**src/rtl/vec_mux_rr_sched.sv**
```systemverilog
// -----------------------------------------------------------------------------
// vec_mux_rr_sched
// Round-robin owner scheduler for the shared 16:1 vector select mux. It drives
// the mux select and a one-hot grant, and qualifies the beat stream sent from
// the mux output to its consumer. An owner keeps the mux until it drops its
// request or until MAX_HOLD beats have been accepted, whichever comes first.
//
// Ports
//   clk        in   system clock, rising edge
//   rst_n      in   asynchronous active-low reset
//   req        in   NREQ per-requester requests (bit i -> mux input i)
//   out_ready  in   consumer accepts the current mux output beat
//   sel        out  SELW registered mux select
//   grant      out  NREQ registered one-hot owner, 0 when idle
//   out_valid  out  combinational: owner is presenting a valid beat
//   busy       out  registered, high while a requester owns the mux
//   beat_cnt   out  CNTW registered beats accepted in the current grant
// -----------------------------------------------------------------------------
module vec_mux_rr_sched #(
  parameter int unsigned NREQ     = 16,
  parameter int unsigned SELW     = 4,
  parameter int unsigned MAX_HOLD = 4,
  parameter int unsigned CNTW     = 8
) (
  input  logic            clk,
  input  logic            rst_n,
  input  logic [NREQ-1:0] req,
  input  logic            out_ready,
  output logic [SELW-1:0] sel,
  output logic [NREQ-1:0] grant,
  output logic            out_valid,
  output logic            busy,
  output logic [CNTW-1:0] beat_cnt
);

  // Width of a pick result: found flag on top of the selected index.
  localparam int unsigned PICKW = SELW + 1;

  typedef enum logic {
    ST_IDLE = 1'b0,
    ST_OWN  = 1'b1
  } state_t;

  state_t            r_state;
  state_t            w_state_nxt;
  logic [SELW-1:0]   r_sel;
  logic [SELW-1:0]   w_sel_nxt;
  logic [SELW-1:0]   r_ptr;
  logic [SELW-1:0]   w_ptr_nxt;
  logic [NREQ-1:0]   r_grant;
  logic [NREQ-1:0]   w_grant_nxt;
  logic [CNTW-1:0]   r_cnt;
  logic [CNTW-1:0]   w_cnt_nxt;
  logic              r_busy;
  logic              w_busy_nxt;

  logic [PICKW-1:0]  w_pick_idle;
  logic [PICKW-1:0]  w_pick_rel;
  logic [SELW-1:0]   w_sel_inc;
  logic              w_own_req;
  logic              w_valid;
  logic              w_beat;
  logic              w_last;
  logic              w_release;

  // First requester found scanning start, start+1, ... with modulo wrap.
  // Scanned from the far end so the nearest hit overwrites the result last.
  function automatic logic [PICKW-1:0] pick(input logic [SELW-1:0] start,
                                            input logic [NREQ-1:0] r);
    logic [PICKW-1:0] res;
    logic [SELW-1:0]  idx;
    res = '0;
    for (int k = int'(NREQ) - 1; k >= 0; k--) begin
      idx = start + SELW'(k);
      if (r[idx]) begin
        res = {1'b1, idx};
      end
    end
    return res;
  endfunction

  // Arbitration candidates: from the pointer when idle, and from just past
  // the current owner on release so the owner is always considered last.
  assign w_sel_inc   = r_sel + SELW'(1);
  assign w_pick_idle = pick(r_ptr, req);
  assign w_pick_rel  = pick(w_sel_inc, req);

  // Beat qualification; out_ready is irrelevant unless the owner is valid.
  assign w_own_req = req[r_sel];
  assign w_valid   = (r_state == ST_OWN) && w_own_req;
  assign w_beat    = w_valid && out_ready;
  assign w_last    = (r_cnt == CNTW'(MAX_HOLD - 1));
  assign w_release = !w_own_req || (w_beat && w_last);

  // Next-state and next-register values.
  always_comb begin
    w_state_nxt = r_state;
    w_sel_nxt   = r_sel;
    w_ptr_nxt   = r_ptr;
    w_grant_nxt = r_grant;
    w_cnt_nxt   = r_cnt;

    case (r_state)
      ST_IDLE: begin
        w_grant_nxt = '0;
        w_cnt_nxt   = '0;
        if (w_pick_idle[SELW]) begin
          w_state_nxt = ST_OWN;
          w_sel_nxt   = w_pick_idle[SELW-1:0];
          w_grant_nxt = NREQ'(1) << w_pick_idle[SELW-1:0];
        end
      end

      ST_OWN: begin
        if (w_release) begin
          w_ptr_nxt = w_sel_inc;
          w_cnt_nxt = '0;
          if (w_pick_rel[SELW]) begin
            // Hand over directly, no idle cycle between owners.
            w_sel_nxt   = w_pick_rel[SELW-1:0];
            w_grant_nxt = NREQ'(1) << w_pick_rel[SELW-1:0];
          end else begin
            w_state_nxt = ST_IDLE;
            w_grant_nxt = '0;
          end
        end else if (w_beat) begin
          w_cnt_nxt = r_cnt + CNTW'(1);
        end
      end

      default: begin
        w_state_nxt = ST_IDLE;
        w_grant_nxt = '0;
        w_cnt_nxt   = '0;
      end
    endcase

    w_busy_nxt = (w_state_nxt == ST_OWN);
  end

  // State and output registers.
  always_ff @(posedge clk or negedge rst_n) begin
    if (!rst_n) begin
      r_state <= ST_IDLE;
      r_sel   <= '0;
      r_ptr   <= '0;
      r_grant <= '0;
      r_cnt   <= '0;
      r_busy  <= 1'b0;
    end else begin
      r_state <= w_state_nxt;
      r_sel   <= w_sel_nxt;
      r_ptr   <= w_ptr_nxt;
      r_grant <= w_grant_nxt;
      r_cnt   <= w_cnt_nxt;
      r_busy  <= w_busy_nxt;
    end
  end

  assign sel       = r_sel;
  assign grant     = r_grant;
  assign busy      = r_busy;
  assign beat_cnt  = r_cnt;
  assign out_valid = w_valid;

endmodule

```
**config.mk**
```make
export PLATFORM = sky130hd
export DESIGN_NAME = vec_mux_rr_sched
export DESIGN_NICKNAME = d
export VERILOG_FILES = /design/src/rtl/vec_mux_rr_sched.sv
export SDC_FILE = /design/constraint.sdc
export NUM_CORES = 1
export LEC_CHECK = 0
export CAP_MARGIN = 20
export CORE_ASPECT_RATIO = 0.7
export CORE_UTILIZATION = 55
export CTS_BUF_LIST = sky130_fd_sc_hd__clkbuf_4 sky130_fd_sc_hd__clkbuf_8
export DETAILED_ROUTE_END_ITERATION = 8
export PLACE_DENSITY = 0.75
export RECOVER_POWER = 25
export SLEW_MARGIN = 20
export SYNTH_ARGS = -nofsm -noshare
export SYNTH_HDL_FRONTEND = slang
export SYNTH_SLANG_ARGS = --single-unit
```
**constraint.sdc**
```tcl
create_clock -name clk -period 8.3 [get_ports clk]
set_input_delay 2.49 -clock clk [delete_from_list [all_inputs] [get_ports clk]]
set_output_delay 2.49 -clock clk [all_outputs]
set_load 0.02 [all_outputs]
```
==> flow_summary.toml <==
[placement]
rd_place_congestion = 0.972
half_perimeter_wire_length_after_placement_um = 16900
placed_cells_incl_taps = 910
place_ws_ps = 792
numPortBuffers = 48
placement.cell_area_um2 = 7490

[min_path]
whs_path_depth = 2
min_from = "grant[3]"
hold_path_class = "register to register"
hold_path_end = "grant[3]"

[synthesis]
asr_flop_ratio_synth_pct = 100
synth.ff_latch_count = 33
synth_top_area_share_pct = 23.0
synthesis.nets = 786
netlist_area_before_placement_um2 = 7070
yosys_warnings = 0
synth_cells = 752
synth.yosys.seq_area_share_pct = 11.7
number_of_flops_mapped_to_enable_cells_by_yosys = 0
synth_flop_cell = "sky130_fd_sc_hd__dfrtp_1"
post_synth_main_area_contributors = "sky130_fd_sc_hd__mux4_2 (23%), sky130_fd_sc_hd__dfrtp_1 (12%), sky130_fd_sc_hd__mux2i_1 (8.2%)"
post_synth_num_cell_types = 102
synth.largest_area_cell = "sky130_fd_sc_hd__mux4_2"
postSynthAreaPerCell_um2 = 9.40

[floorplanning]
fp-row-count = 34
die_w_um = 137
io_pins = 49
floorplan.die_area_um2 = 13300
start_util_pct = 56.7
core_um2 = 12500
die_y_um = 96.8

[layout]
layout-drive-gt1-share_pct = 21.2
post_route_design_area_um2 = 7570
finalNetCount = 789
layout.filler_cells = 1073
layoutNonFillerInstCount = 918
antenna-diode-count = 0
area_growth_syn_to_layout_pct = 7.21

[setup_path]
path_buf_inv = 3
crit_path_end_kind = "output port"
crit_cells = 6
cp.required_ps = 5810
rr_startpoint = "r_ptr[1]"
criticalPathCategory = "primary input to output port"
ff2ff_setup_slack_ps = 2940
crit_path_top_delay_cell = "sky130_fd_sc_hd__clkdlybuf4s50_1"
worstPathCellList = "clkdlybuf4s50_1 -> mux4_2 -> mux4_2 -> nand2_1 -> inv_1 -> clkdlybuf4s50_1"
worstSetupStartpointType = "primary input"
timing.critical_path.max_delay_family = "buffers and inverters"
cpPeakStageDelay_ps = 630
cp_data_arrival_time_ps = 5080
critical_path.max_fanout = 14
r2r_end = "grant[10]"
r2r.worst_path.cells = 13

[timing]
setup-violations-final = 0
timing.final.crit_share_pct = 91.2
setup_repair_after_global_routing_missed_its_margin = "no"
hold_viol_final = 0
fin_ws_ps = 727
final.min_clock_period_ps = 7570
max_clk_rate_mhz = 132
worst-slew-pin-transition_ps = 1820
final.setup.tns_ps = 0
clock_skew_ps = 4.36
worst_slew_margin_pct = -21.5
maxSlewViolCount = 34

[drt]
number_of_search_and_repair_iterations_in_the_first_detailed_routing_pass = 5
route.detailed.wl_per_inst_um = 24.7
drt_iter0_drc = 1006
drt-total-wl_um = 22700
routed-via-count = 6760
drtAntennaViolNets = 0
drc = 0
avgViaCountPerCell = 7.36

[clock_tree]
clockRootBuffer = "sky130_fd_sc_hd__clkbuf_8"
cts_hold_repair_buffers = 0
cts_repair_resize_count = 0
clk_pin_slew_worst_paths_ps = 70
htreeDepth = 2
postCtsSetupBuffers = 0
worstSkewPairLatency_ps = 290
cts-buffers-inserted = 5
tritoncts = "built"
clock_sink_count = 33
ctsLongestPathBuffers = 2

[global_route]
antenna_found_initial = 0
first_global_vias = 6326
grt.total_usage_pct = 35.1
grt_max_degree = 47
globalRouteOverflowTotal = 0
first_pass_grt_wire_length_um = 36100

[run_status]
run_status = "finished with violations"
violated_checks = "max-capacitance violations, max-slew violations"

[job]
max_cap_violations = 1
-- cell usage in the layout (no fill, tap or decap), types with 10 or more instances in the layout --
cell / synthesis / layout
sky130_fd_sc_hd__ha_1: 15 / 14
sky130_fd_sc_hd__mux2_2: 25 / 25
sky130_fd_sc_hd__nand2b_1: 10 / 10
sky130_fd_sc_hd__mux4_2: 72 / 72
sky130_fd_sc_hd__xnor2_1: 13 / 13
sky130_fd_sc_hd__mux2i_1: 58 / 58
sky130_fd_sc_hd__a21oi_1: 50 / 50
sky130_fd_sc_hd__nand3_1: 19 / 19
sky130_fd_sc_hd__dfrtp_1: 33 / 32
sky130_fd_sc_hd__xor2_1: 12 / 12
sky130_fd_sc_hd__nor2_1: 39 / 39
sky130_fd_sc_hd__o211ai_1: 16 / 16
sky130_fd_sc_hd__clkdlybuf4s50_1: 0 / 47
sky130_fd_sc_hd__nand2_1: 68 / 68
sky130_fd_sc_hd__o21ai_0: 21 / 21
sky130_fd_sc_hd__inv_1: 29 / 29
-- registers in the layout (all words and copies together) (netlist names) --
signal	count
beat_cnt	8
busy	1
grant	16
r_ptr	4
sel	4
-- worst reg2reg max path, stage by stage, from the launching register on --
cell and delay (ps):
sky130_fd_sc_hd__dfrtp_1 320, sky130_fd_sc_hd__buf_4 310, sky130_fd_sc_hd__clkinv_1 470, sky130_fd_sc_hd__ha_1 1030, sky130_fd_sc_hd__mux4_2 740, sky130_fd_sc_hd__mux2i_1 420
sky130_fd_sc_hd__mux2i_1 320, sky130_fd_sc_hd__mux2i_1 190, sky130_fd_sc_hd__a21oi_1 180, sky130_fd_sc_hd__o211ai_1 100, sky130_fd_sc_hd__a32oi_1 490, sky130_fd_sc_hd__nor2b_1 380
sky130_fd_sc_hd__a32oi_1 100, sky130_fd_sc_hd__a21oi_1 220
-- metal layers --
metal / global-route usage, % / vias up / part of all wire, %
li1: - / 2947 / -
met1: 56.1 / 3336 / 45
met2: 48.3 / 431 / 42
met3: 5.61 / 46 / 11
met4: 8.62 / 0 / 2.2
met5: 0 / - / 0
-- through the flow --
stage	hold WS, ps	util (%)
after floorplan	600	-
after global placement	488	60.1
after detailed placement	481	60.1
after CTS	507	60.8
after global routing	544	60.8
final	507	60.8
-- logic make-up (layout without fill, tap and decap cells) --
logic type | Yosys count | after routing | share of synthesized area [%]
AND/OR/NAND/NOR | 214 | 214 | 16.0
multiplexers | 165 | 165 | 37.2
buffers and inverters | 94 | 98 | 6.39
AO/OA/AOI/OAI | 200 | 200 | 21.2
flip-flops | 33 | 33 | 11.7
adder cells (fa/ha/maj) | 15 | 15 | 2.66
XOR/XNOR | 31 | 31 | 4.91
-- final cells by class --
cell class / instances / area, um^2 / area share (%)
Sequential cell: 33 / 827 / 10.9
Tap cell: 162 / 203 / 2.68
Clock inverter: 3 / 17.5 / 0.231
Clock buffer: 5 / 68.8 / 0.908
Multi-Input combinational cell: 625 / 5790 / 76.4
Timing Repair Buffer: 57 / 544 / 7.19
Inverter: 33 / 124 / 1.64
-- cell usage after synthesis (all sizes together), types with 7 or more instances --
master,number
nand2,72
mux4,72
nor2b,9
dfrtp,33
o211ai,16
nor2,39
and3,7
o31ai,7
nand2b,10
nand3,19
a21oi,53
inv,31
o2111ai,7
nor3,13
clkbuf,31
ha,15
a31oi,9
buf,30
o21ai,28
mux2,32
a2111oi,7
xnor2,15
mux2i,61
xor2,13
or2,8
o22ai,8
-- worst max path at each step --
stage	startpoint	endpoint
after detailed placement	req[15]	out_valid
after floorplan	req[15]	out_valid
after global routing	req[15]	out_valid
after global placement	req[15]	out_valid
final	req[15]	out_valid
after CTS	req[15]	out_valid
Power is left out: the tool's default activity adds up to more than one toggle a clock period on the data nets, which glitch-free logic cannot reach.
